$ cat config.mk
export PLATFORM = sky130hd
export DESIGN_NAME = seq_1010_tx
export DESIGN_NICKNAME = d
export VERILOG_FILES = /design/src/rtl/seq_1010_tx.sv
export SDC_FILE = /design/constraint.sdc
export NUM_CORES = 1
export LEC_CHECK = 0
export ABC_AREA = 1
export ABC_CLOCK_PERIOD_IN_PS = 2200
export CAP_MARGIN = 10
export CORE_UTILIZATION = 52
export DETAILED_ROUTE_END_ITERATION = 10
export PLACE_DENSITY = 0.88
export SLEW_MARGIN = 20
export SYNTH_ARGS = -nofsm -noshare
export SYNTH_HDL_FRONTEND = slang
export SYNTH_SLANG_ARGS = --single-unit
$ cat constraint.sdc
create_clock -name clk -period 2.2 [get_ports clk]
set_input_delay 0.33 -clock clk [delete_from_list [all_inputs] [get_ports clk]]
set_output_delay 0.33 -clock clk [all_outputs]
set_load 0.02 [all_outputs]
$ cat src/rtl/seq_1010_tx.sv
// seq_1010_tx
// Serial frame transmitter feeding the "1010" sequence detector.
// Each frame has three parts, one bit per clk on a registered serial line:
//   - the sync word 1010,
//   - a DATA_W-bit payload, MSB first,
//   - GAP_CYCLES forced zeros.
//
// Ports:
//   clk        clock, rising edge
//   areset     asynchronous active-high reset
//   data_in    payload word, sampled only on an accepting edge
//   valid_in   data_in is valid
//   ready_out  block can accept a word (idle and not in reset)
//   out        registered serial bit
//   busy       registered, high while a frame is in flight
//   done       registered one-cycle pulse while the payload LSB is on out
module seq_1010_tx #(
    parameter int DATA_W     = 8,
    parameter int GAP_CYCLES = 2
) (
    input  logic              clk,
    input  logic              areset,
    input  logic [DATA_W-1:0] data_in,
    input  logic              valid_in,
    output logic              ready_out,
    output logic              out,
    output logic              busy,
    output logic              done
);

    // The counter must hold max(4, DATA_W, GAP_CYCLES)-1.
    // That maximum is always at least 4, so the counter is at least 2 bits wide.
    localparam int M1    = (DATA_W > 4) ? DATA_W : 4;
    localparam int M2    = (GAP_CYCLES > M1) ? GAP_CYCLES : M1;
    localparam int CNT_W = $clog2(M2);

    localparam logic [CNT_W-1:0] SYNC_LAST = CNT_W'(3);
    localparam logic [CNT_W-1:0] DATA_LAST = CNT_W'(DATA_W - 1);
    localparam logic [CNT_W-1:0] GAP_LAST  = CNT_W'((GAP_CYCLES > 0) ? GAP_CYCLES - 1 : 0);

    typedef enum logic [1:0] {
        IDLE = 2'd0,
        SYNC = 2'd1,
        DATA = 2'd2,
        GAP  = 2'd3
    } state_t;

    state_t            state_reg, state_next;
    logic [CNT_W-1:0]  cnt_reg, cnt_next;
    logic [DATA_W-1:0] shift_reg, shift_next;
    logic              out_reg, out_next;
    logic              busy_reg, busy_next;
    logic              done_reg, done_next;
    logic [DATA_W-1:0] shift_left;

    // Shift register contents after one left shift, with zero fill.
    assign shift_left[0] = 1'b0;
    generate
        for (genvar gi = 1; gi < DATA_W; gi++) begin : g_shift
            assign shift_left[gi] = shift_reg[gi-1];
        end
    endgenerate

    // Every *_next value describes the cycle after the coming edge.
    // That lets out, busy and done come straight from flops and still line up
    // with the state they belong to.
    always_comb begin
        state_next = state_reg;
        cnt_next   = cnt_reg;
        shift_next = shift_reg;
        out_next   = 1'b0;
        case (state_reg)
            IDLE: begin
                // Accepting needs ready_out as well, but ready_out differs from
                // the IDLE state only while areset is high. The flops are held
                // cleared during that time, so valid_in alone is enough here.
                if (valid_in) begin
                    state_next = SYNC;
                    cnt_next   = '0;
                    shift_next = data_in;
                    out_next   = 1'b1;
                end
            end
            SYNC: begin
                if (cnt_reg == SYNC_LAST) begin
                    state_next = DATA;
                    cnt_next   = '0;
                    out_next   = shift_reg[DATA_W-1];
                    shift_next = shift_left;
                end else begin
                    cnt_next = cnt_reg + 1'b1;
                    // Sync bit k is 1 when k is even. The next bit is k = cnt+1,
                    // so it is 1 exactly when the current count is odd.
                    out_next = cnt_reg[0];
                end
            end
            DATA: begin
                if (cnt_reg == DATA_LAST) begin
                    state_next = (GAP_CYCLES == 0) ? IDLE : GAP;
                    cnt_next   = '0;
                end else begin
                    cnt_next   = cnt_reg + 1'b1;
                    out_next   = shift_reg[DATA_W-1];
                    shift_next = shift_left;
                end
            end
            GAP: begin
                if (cnt_reg == GAP_LAST) begin
                    state_next = IDLE;
                    cnt_next   = '0;
                end else begin
                    cnt_next = cnt_reg + 1'b1;
                end
            end
            default: begin
                state_next = IDLE;
                cnt_next   = '0;
                shift_next = '0;
            end
        endcase
        busy_next = (state_next != IDLE);
        done_next = (state_next == DATA) && (cnt_next == DATA_LAST);
    end

    always_ff @(posedge clk or posedge areset) begin
        if (areset) begin
            state_reg <= IDLE;
            cnt_reg   <= '0;
            shift_reg <= '0;
            out_reg   <= 1'b0;
            busy_reg  <= 1'b0;
            done_reg  <= 1'b0;
        end else begin
            state_reg <= state_next;
            cnt_reg   <= cnt_next;
            shift_reg <= shift_next;
            out_reg   <= out_next;
            busy_reg  <= busy_next;
            done_reg  <= done_next;
        end
    end

    assign ready_out = (state_reg == IDLE) && !areset;
    assign out       = out_reg;
    assign busy      = busy_reg;
    assign done      = done_reg;

endmodule

==> impl_metrics.toml, run 1 <==
[power_and_ir_drop]
vdd_ir_drop_max_mv = 0.854
fin_total_pwr_uw = 1550
p_leak_uw = 0.000603
power.density_nw_per_um2 = 1300

[clocking]
hold_buffers = 0
worstSkewPairLatency_ps = 300
cts_max_level = 1
cts-root-buf = "clkbuf_4"
cts_tree = "yes"
cts_made_buffers = 3
cts.sinks = 16
clk_pin_slew_worst_paths_ps = 90
clk_path_buf_depth = 2

[floorplanning]
row_count = 15
design.die.area_um2 = 2110
ioPinCount = 15
core_area_um2 = 1760
die_y_um = 46.0
initial_core_util_pct = 57.0
dieWidth_um = 46.0

[run_status]
status = "complete, no violations"

[detailed_routing]
drtPass1Iterations = 4
vias = 890
drt-total-wl_um = 2050
drtAntennaViolNets = 0
wire_per_inst_um = 12.3
drc = 0
drtIter0Drc = 41
drt-vias-per-instance = 5.36

[synthesis]
yosysTopAreaCellShare_pct = 39.9
ys.flop_type = "dfrtp_1"
synth.area.top_cells = "dfrtp_1 40%, ha_1 15%, nand2_1 13%"
ys_ff_latch = 16
yosys_warnings = 0
synth.distinct_cells = 19
async_flop_share_pct = 100
synth_top_cell_by_area = "dfrtp_1"
synth_most_common_cell = "nand2_1"
ys_seq_area_share_pct = 39.9
synth_area_um2 = 1000
syn_area_per_cell_um2 = 7.97
synth_edf_count = 0
synth_cells = 126
synth_commonest_cells = "36 x nand2_1, 17 x inv_1, 16 x dfrtp_1"
syn-num-nets = 149

[layout]
nets = 166
insertedDiodeCount = 0
fin_area_um2 = 1190
area_delta_synth_final_pct = 18.1
layout.cells.non_filler = 166
largest_reg_flops = 8
nFillCells = 152
drive_gt1_share_pct = 7.80

[timing]
relSlewSlack_pct = 59.8
timing.setup.tns_ps = 0
rsz0062_at_grt = "false"
fmax_mhz = 532
finalMaxSlewViolations = 0
worstMarginPinSlew_ps = 602
hold_viol = 0
finalCritPeriodShare_pct = 85.5
fin_ws_ps = 320
fin_skew_ps = 3.95
min_period_ps = 1880
setup_viol = 0

[placed_design]
hpwl_um = 1560
dp_cells = 163
dpl-instance-area_um2 = 1160
place_ws_ps = 370
io_buffers = 14
gp_congestion = 0.867

[global_route]
grt_first_pass_wirelength_um = 3160
globalRouteTotalUtil_pct = 21.9
grt_overflow = 0
grt_pass1_vias = 787
grt_antenna_before_repair = 0
grt_start_max_net_pins = 17

[critical_path]
required_ps = 2420
worstPathArrival_ps = 2100
worstSetupEndpointType = "register"
start_kind = "register"
critPathKind = "reg2reg"
critPathMaxFanout = 16

[flow_run]
maxCapViolations = 0

[min_path]
hold_class = "in2async"
==> power breakdown <==
| part | internal, uW | switching [uW] | leakage [uW] | total (uW) |
|---|---|---|---|---|
| clock network | 63.9 | 95.9 | 0.0000138 | 160 |
| logic | 327 | 546 | 0.000394 | 873 |
| registers | 426 | 88.3 | 0.000195 | 514 |
| total | 817 | 730 | 0.000603 | 1550 |
==> metal layers <==
layer / share of wire (%) / wire [um] / vias to the layer above / global-route usage [%]
met5: 0 / 0 / - / 0
met4: 3.9 / 80 / 0 / 13.5
met3: 7.2 / 147 / 12 / 4.76
met2: 48 / 982 / 37 / 34.6
met1: 41 / 839 / 413 / 27.0
li1: - / - / 428 / -
==> area by class of cell <==
type | count | area (um2) | share of cell area (%)
Multi-Input combinational cell | 89 | 518 | 43.7
Sequential cell | 16 | 400 | 33.8
Timing Repair Buffer | 14 | 143 | 12.0
Inverter | 19 | 71.3 | 6.01
Tap cell | 25 | 31.3 | 2.64
Clock buffer | 3 | 22.5 | 1.90
==> cells by family after synthesis <==
kind of cell | after synthesis | share of synthesized area (%)
AND/OR/NAND/NOR | 63 | 27.1
buffers and inverters | 21 | 8.59
flip-flops | 16 | 39.9
adder cells (fa/ha/maj) | 12 | 14.9
AO/OA/AOI/OAI | 14 | 9.46
==> per-stage QoR <==
| step | hold WS (ps) | util (%) |
|---|---|---|
| 6_report | 428 | 67.2 |
| 5_1_grt | 511 | 67.2 |
| 4_1_cts | 462 | 67.1 |
| 3_5_place_dp | 534 | 65.8 |
| 3_3_place_gp | 531 | 65.8 |
| 2_1_floorplan | 244 | - |
==> worst max-delay path, cell delays in order (launching register included) <==
cell and delay [ps]:
dfrtp_1 420, ha_1 220, ha_1 230, inv_2 60
nand2_2 90, o21ai_2 80, nor3_4 460, nor2_1 80
a31oi_1 160
==> path summary, 6_finish.rpt <==
path / startpoint / end / slack, ps / cells after the start
worst max-delay path: cnt_reg[1] / shift_reg[7] / 320 / 8
worst min-delay path: areset / shift_reg[3] / 430 / 2
worst max register to register: cnt_reg[1] / shift_reg[7] / 320 / 8
worst min register to register: shift_reg[4] / shift_reg[5] / 550 / 2
max in group asynchronous: areset / state_reg[1] / 1380 / 2
min in group clk: shift_reg[4] / shift_reg[5] / 550 / 2
==> placed cells by master (no fill, tap or decap) <==
cell             count
nor3_4               1
nand2_2              2
dlymetal6s2s_1       1
nand4_1              1
nor2_1              11
clkdlybuf4s50_1     13
inv_1               17
ha_1                12
o21bai_1             1
a31oi_2              1
dfrtp_1             16
a31oi_1              7
o21ai_0              3
nor2_2               1
o211ai_1             1
o21ai_2              1
inv_2                2
nand3_1             11
clkbuf_4             3
nand2_1             36
==> what timing repair did <==
action,CTS,global route
setup buffers,0,0
endpoints found under the setup margin,0,1
resized for setup,0,1
No activity file was read; power rests on OpenSTA's default activity.
==> run 2: changes to the inputs <==
--- a/config.mk
+++ b/config.mk
@@ -10,6 +10,7 @@
 export CAP_MARGIN = 10
 export CORE_UTILIZATION = 52
 export DETAILED_ROUTE_END_ITERATION = 10
+export GPL_TIMING_DRIVEN = 0
 export PLACE_DENSITY = 0.88
 export SLEW_MARGIN = 20
 export SYNTH_ARGS = -nofsm -noshare
==> impl_metrics.toml, run 2 (same netlist as run 1, synthesis figures left out) <==
[critical_path]
worstSetupEndpointType = "output pin"
cp_top_family = "flip-flops"
cpMostUsedCell = "inv_1"
crit_chain = "inv_1 > ha_1 > inv_1 > nor2_1 > dlymetal6s2s_1"
slowest_delay_ps = 460
required_ps = 1870
critPathMaxFanout = 7
critPathKind = "reg2out"
cp_slowest_cell = "dfrtp_1"
start_kind = "register"
worstPathArrival_ps = 1430
path_buf_inv = 3

[floorplanning]
dieWidth_um = 46.0
initial_core_util_pct = 57.0
ioPinCount = 15
design.die.area_um2 = 2110
core_area_um2 = 1760
row_count = 15
die_y_um = 46.0

[timing]
finalMaxSlewViolations = 0
min_period_ps = 1760
timing.setup.tns_ps = 0
timing.hold.ws_ps = 437
fin_ws_ps = 441
fin_skew_ps = 5.60
finalCritPeriodShare_pct = 80.0
relSlewSlack_pct = 59.6
worstMarginPinSlew_ps = 605
rsz0062_at_grt = "false"
hold_viol = 0
fmax_mhz = 568
setup_viol = 0

[run_status]
status = "complete, no violations"

[min_path]
hold_class = "in2async"

[placed_design]
dp_cells = 165
gp_congestion = 0.833
io_buffers = 14
dpl-instance-area_um2 = 1180
hpwl_um = 1420
place_ws_ps = 374

[layout]
area_delta_synth_final_pct = 19.6
fin_area_um2 = 1200
largest_reg_flops = 8
layout_common_cells = "36 x nand2_1, 17 x inv_1, 16 x dfrtp_1"
nets = 168
final_common_cell = "nand2_1"
insertedDiodeCount = 0
drive_gt1_share_pct = 8.39
layout.cells.non_filler = 168

[global_route]
grt_antenna_before_repair = 0
grtUsageMet1_pct = 30.5
grt_overflow = 0
grt_start_max_net_pins = 17
busiest_layer = "met2"
grt_first_pass_wirelength_um = 3260
use_met2_pct = 33.2
grt_pass1_vias = 758
globalRouteTotalUtil_pct = 22.5
met3_usage_pct = 4.76

[power_and_ir_drop]
p_leak_uw = 0.000610
vdd_ir_drop_max_mv = 0.783
power.density_nw_per_um2 = 1300

[detailed_routing]
drt-total-wl_um = 1830
drc = 0
drtPass1Iterations = 5
drtIter0Drc = 14
wire_per_inst_um = 10.9
drt-vias-per-instance = 5.01
vias = 842
drtAntennaViolNets = 0

[clocking]
clk_pin_slew_worst_paths_ps = 90
cts_made_buffers = 3
clk_path_buf_depth = 2
worstSkewPairLatency_ps = 290
cts_max_level = 1
cts.sinks = 16
cts-root-buf = "clkbuf_4"
hold_buffers = 0
cts_tree = "yes"

[flow_run]
maxCapViolations = 0
run 2: cell types whose count changed in the layout (fill, tap and decap cells not counted):
cell,previous run,this run
buf_6,0,1
buf_1,0,1
run 2: worst paths after layout:
| path | to | start | slack (ps) | depth (start not counted) |
|---|---|---|---|---|
| max in group asynchronous | state_reg[1] | areset | 1370 | 2 |
| max | ready_out | state_reg[1] | 440 | 5 |
| min | shift_reg[3] | areset | 440 | 2 |
| min reg2reg | shift_reg[1] | shift_reg[0] | 550 | 2 |
| min in group clk | shift_reg[1] | shift_reg[0] | 550 | 2 |
| max reg2reg | shift_reg[3] | cnt_reg[1] | 450 | 9 |
run 2: final cells by class:
type	instances	area, um2
buffer	2	15.0
inverter	19	71.3
multi-input combinational	89	518
sequential	16	400
fill	164	563
clock buffer	3	22.5
tap	25	31.3
timing repair buffer	14	143
run 2: through the flow:
stage / util (%) / power, uW
after CTS: 67.9 / 1570
after floorplan: - / 1190
after detailed placement: 66.7 / 1410
final: 68.1 / 1560
after global routing: 68.1 / 1720
after global placement: 66.7 / 1380
run 2: what timing repair did:
item	4_1_cts	5_1_grt
resized for setup	0	1
setup buffers	0	0
setup endpoints to repair	0	1
run 2: per-layer routing:
metal | wire (um) | up-vias
li1 | - | 438
met1 | 840 | 378
met2 | 888 | 22
met3 | 66 | 4
met4 | 36 | 0
met5 | 0 | -
run 2: report_power, final:
part	leakage (uW)	switching (uW)	internal, uW	total [uW]
Combinational	0.000401	542	351	893
Clock	0.0000138	91.3	63.8	155
Sequential	0.000195	83.4	425	509
run 2: worst reg2reg max path, stage by stage (launching register included):
cell	delay, ps
dfrtp_1	400
ha_1	220
ha_1	220
inv_2	60
nand2_2	80
o21ai_2	80
nor3_4	260
buf_6	190
nor2_2	40
a31oi_2	130
==> run 3: changes to the inputs <==
--- a/config.mk
+++ b/config.mk
@@ -6,12 +6,12 @@
 export NUM_CORES = 1
 export LEC_CHECK = 0
 export ABC_AREA = 1
-export ABC_CLOCK_PERIOD_IN_PS = 2200
+export ABC_CLOCK_PERIOD_IN_PS = 1500
 export CAP_MARGIN = 10
-export CORE_UTILIZATION = 52
+export CORE_UTILIZATION = 47
 export DETAILED_ROUTE_END_ITERATION = 10
 export GPL_TIMING_DRIVEN = 0
-export PLACE_DENSITY = 0.88
+export PLACE_DENSITY = 0.85
 export SLEW_MARGIN = 20
 export SYNTH_ARGS = -nofsm -noshare
 export SYNTH_HDL_FRONTEND = slang
==> constraint.sdc (replaced) <==
create_clock -name clk -period 1.5 [get_ports clk]
set_input_delay 0.225 -clock clk [delete_from_list [all_inputs] [get_ports clk]]
set_output_delay 0.225 -clock clk [all_outputs]
set_load 0.02 [all_outputs]
==> impl_metrics.toml, run 3 (same netlist as run 1, synthesis figures left out) <==
[run_status]
status = "finished, violations left"
violations = "negative setup slack"

[clocking]
cts_max_level = 1
cts.sinks = 16
worstSkewPairLatency_ps = 300
cts-root-buf = "clkbuf_4"
clk_pin_slew_worst_paths_ps = 90
cts_made_buffers = 3
hold_buffers = 0
clk_path_buf_depth = 2
cts_tree = "yes"

[critical_path]
r2r_start = "cnt_reg[1]"
critPathCapture = "done"
worstPathArrival_ps = 1860
cp_top_family = "simple AND/OR/NAND/NOR gates"
slowest_delay_ps = 430
r2r-end = "done"
worstSetupEndpointType = "register"
path_buf_inv = 3
cp-startpoint = "cnt_reg[1]"
crit_chain = "buf_4 > buf_4 > inv_1 > ha_2 > nand2_2 > nand2_2 > nand3_2 > nand3_1 > nand2_1 > nand3_1 > nor2_1"
required_ps = 1690
start_kind = "register"
path_depth = 11
r2r_slack_ps = -170
reg2reg_depth = 11
critPathKind = "reg2reg"
cp_slowest_cell = "dfrtp_2"
critPathMaxFanout = 4

[global_route]
grt_overflow = 0
globalRouteTotalUtil_pct = 24.1
grt_start_max_net_pins = 17
grt_pass1_vias = 881
grt_first_pass_wirelength_um = 3750
grt_antenna_before_repair = 0

[timing]
finalMaxSlewViolations = 0
hold_viol = 0
min_period_ps = 1670
finalCritPeriodShare_pct = 111
fmax_mhz = 598
fin_skew_ps = 5.03
worstMarginPinSlew_ps = 632
setup_viol = 13
rsz0062_at_grt = "true"
fin_ws_ps = -171
relSlewSlack_pct = 57.8

[detailed_routing]
drtAntennaViolNets = 0
drtPass1Iterations = 4
drc = 0
wire_per_inst_um = 15.0
vias = 1008
drt-vias-per-instance = 5.54
drtIter0Drc = 49
drt-total-wl_um = 2720

[floorplanning]
core_area_um2 = 1980
ioPinCount = 15
initial_core_util_pct = 50.7
die_y_um = 48.2
dieWidth_um = 48.2
row_count = 16
design.die.area_um2 = 2330

[layout]
layout_common_cells = "33 x nand2_1, 14 x inv_1, 12 x dfrtp_1, 12 x clkdlybuf4s50_1, 11 x buf_4"
nets = 180
final_common_cell = "nand2_1"
insertedDiodeCount = 0
area_delta_synth_final_pct = 42.1
fin_area_um2 = 1430
drive_gt1_share_pct = 31.6
nFillCells = 126
largest_reg_flops = 8

[placed_design]
io_buffers = 14
hpwl_um = 1520
place_ws_ps = -286
gp_congestion = 0.893
dpl-instance-area_um2 = 1220

[power_and_ir_drop]
p_leak_uw = 0.000680
vdd_ir_drop_max_mv = 1.62
power.density_nw_per_um2 = 2020

[flow_run]
maxCapViolations = 0

[min_path]
hold_class = "in2async"
-- run 3: cell types whose count changed in the layout (fill, tap and decap cells not counted), sizes merged --
| cell | change |
|---|---|
| clkdlybuf4s50 | -1 |
| buf | +13 |
-- run 3: where the power goes --
group	internal (uW)	total, uW	leakage, uW	switching [uW]
sequential	631	758	0.000189	127
combinational	821	1890	0.000477	1070
clock	93.7	232	0.0000138	139
total	1550	2880	0.000680	1340
-- run 3: metal layers --
layer / share of wire (%) / global-route usage, % / wire, um / up-vias
met2: 52 / 38.7 / 1420 / 42
li1: - / - / - / 459
met4: 5.0 / 17.2 / 135 / 0
met5: 0 / 0 / 0 / -
met3: 4.4 / 4.44 / 120 / 17
met1: 38 / 28.7 / 1050 / 490
-- run 3: worst min path at each step --
stage,start,end,depth (start not counted)
floorplan,areset,busy,1
global placement,shift_reg[4],shift_reg[5],2
detailed placement,shift_reg[4],shift_reg[5],2
CTS,areset,shift_reg[3],2
global route,areset,shift_reg[0],2
finish,areset,shift_reg[3],2
-- run 3: area by class of cell --
cell class              count  area [um2]  share of cell area, %
multi-input cells          89         627                   43.9
flip-flops and latches     16         405                   28.4
repair buffers             27         249                   17.4
inverters                  19        78.8                   5.52
well taps                  27        33.8                   2.37
clock buffers               3        22.5                   1.58
plain buffers               1        11.3                  0.789
-- run 3: repair_timing --
item	in CTS	in global routing
pin swaps	1	9
setup buffers	9	3
hold endpoints to repair	0	0
setup endpoints to repair	12	13
gates cloned	1	0
gates resized for setup	15	24
-- run 3: worst register-to-register path, cell delays in order, from the launching register on --
cell	delay, ps
dfrtp_2	430
buf_4	140
buf_4	140
inv_1	70
ha_2	180
nand2_2	100
nand2_2	90
nand3_2	70
nand3_1	100
nand2_1	90
nand3_1	110
nor2_1	60
-- run 3: per-stage QoR --
step	hold WS, ps	util [%]	power, uW	cells	setup TNS (ps)
final	352	72.0	2880	182	-886
after global routing	433	72.0	3070	182	-1840
after CTS	354	66.7	2560	179	-395
after detailed placement	532	61.4	2100	167	-2170
after global placement	527	61.4	2040	167	-1270
after floorplan	139	-	1760	126	-18.0
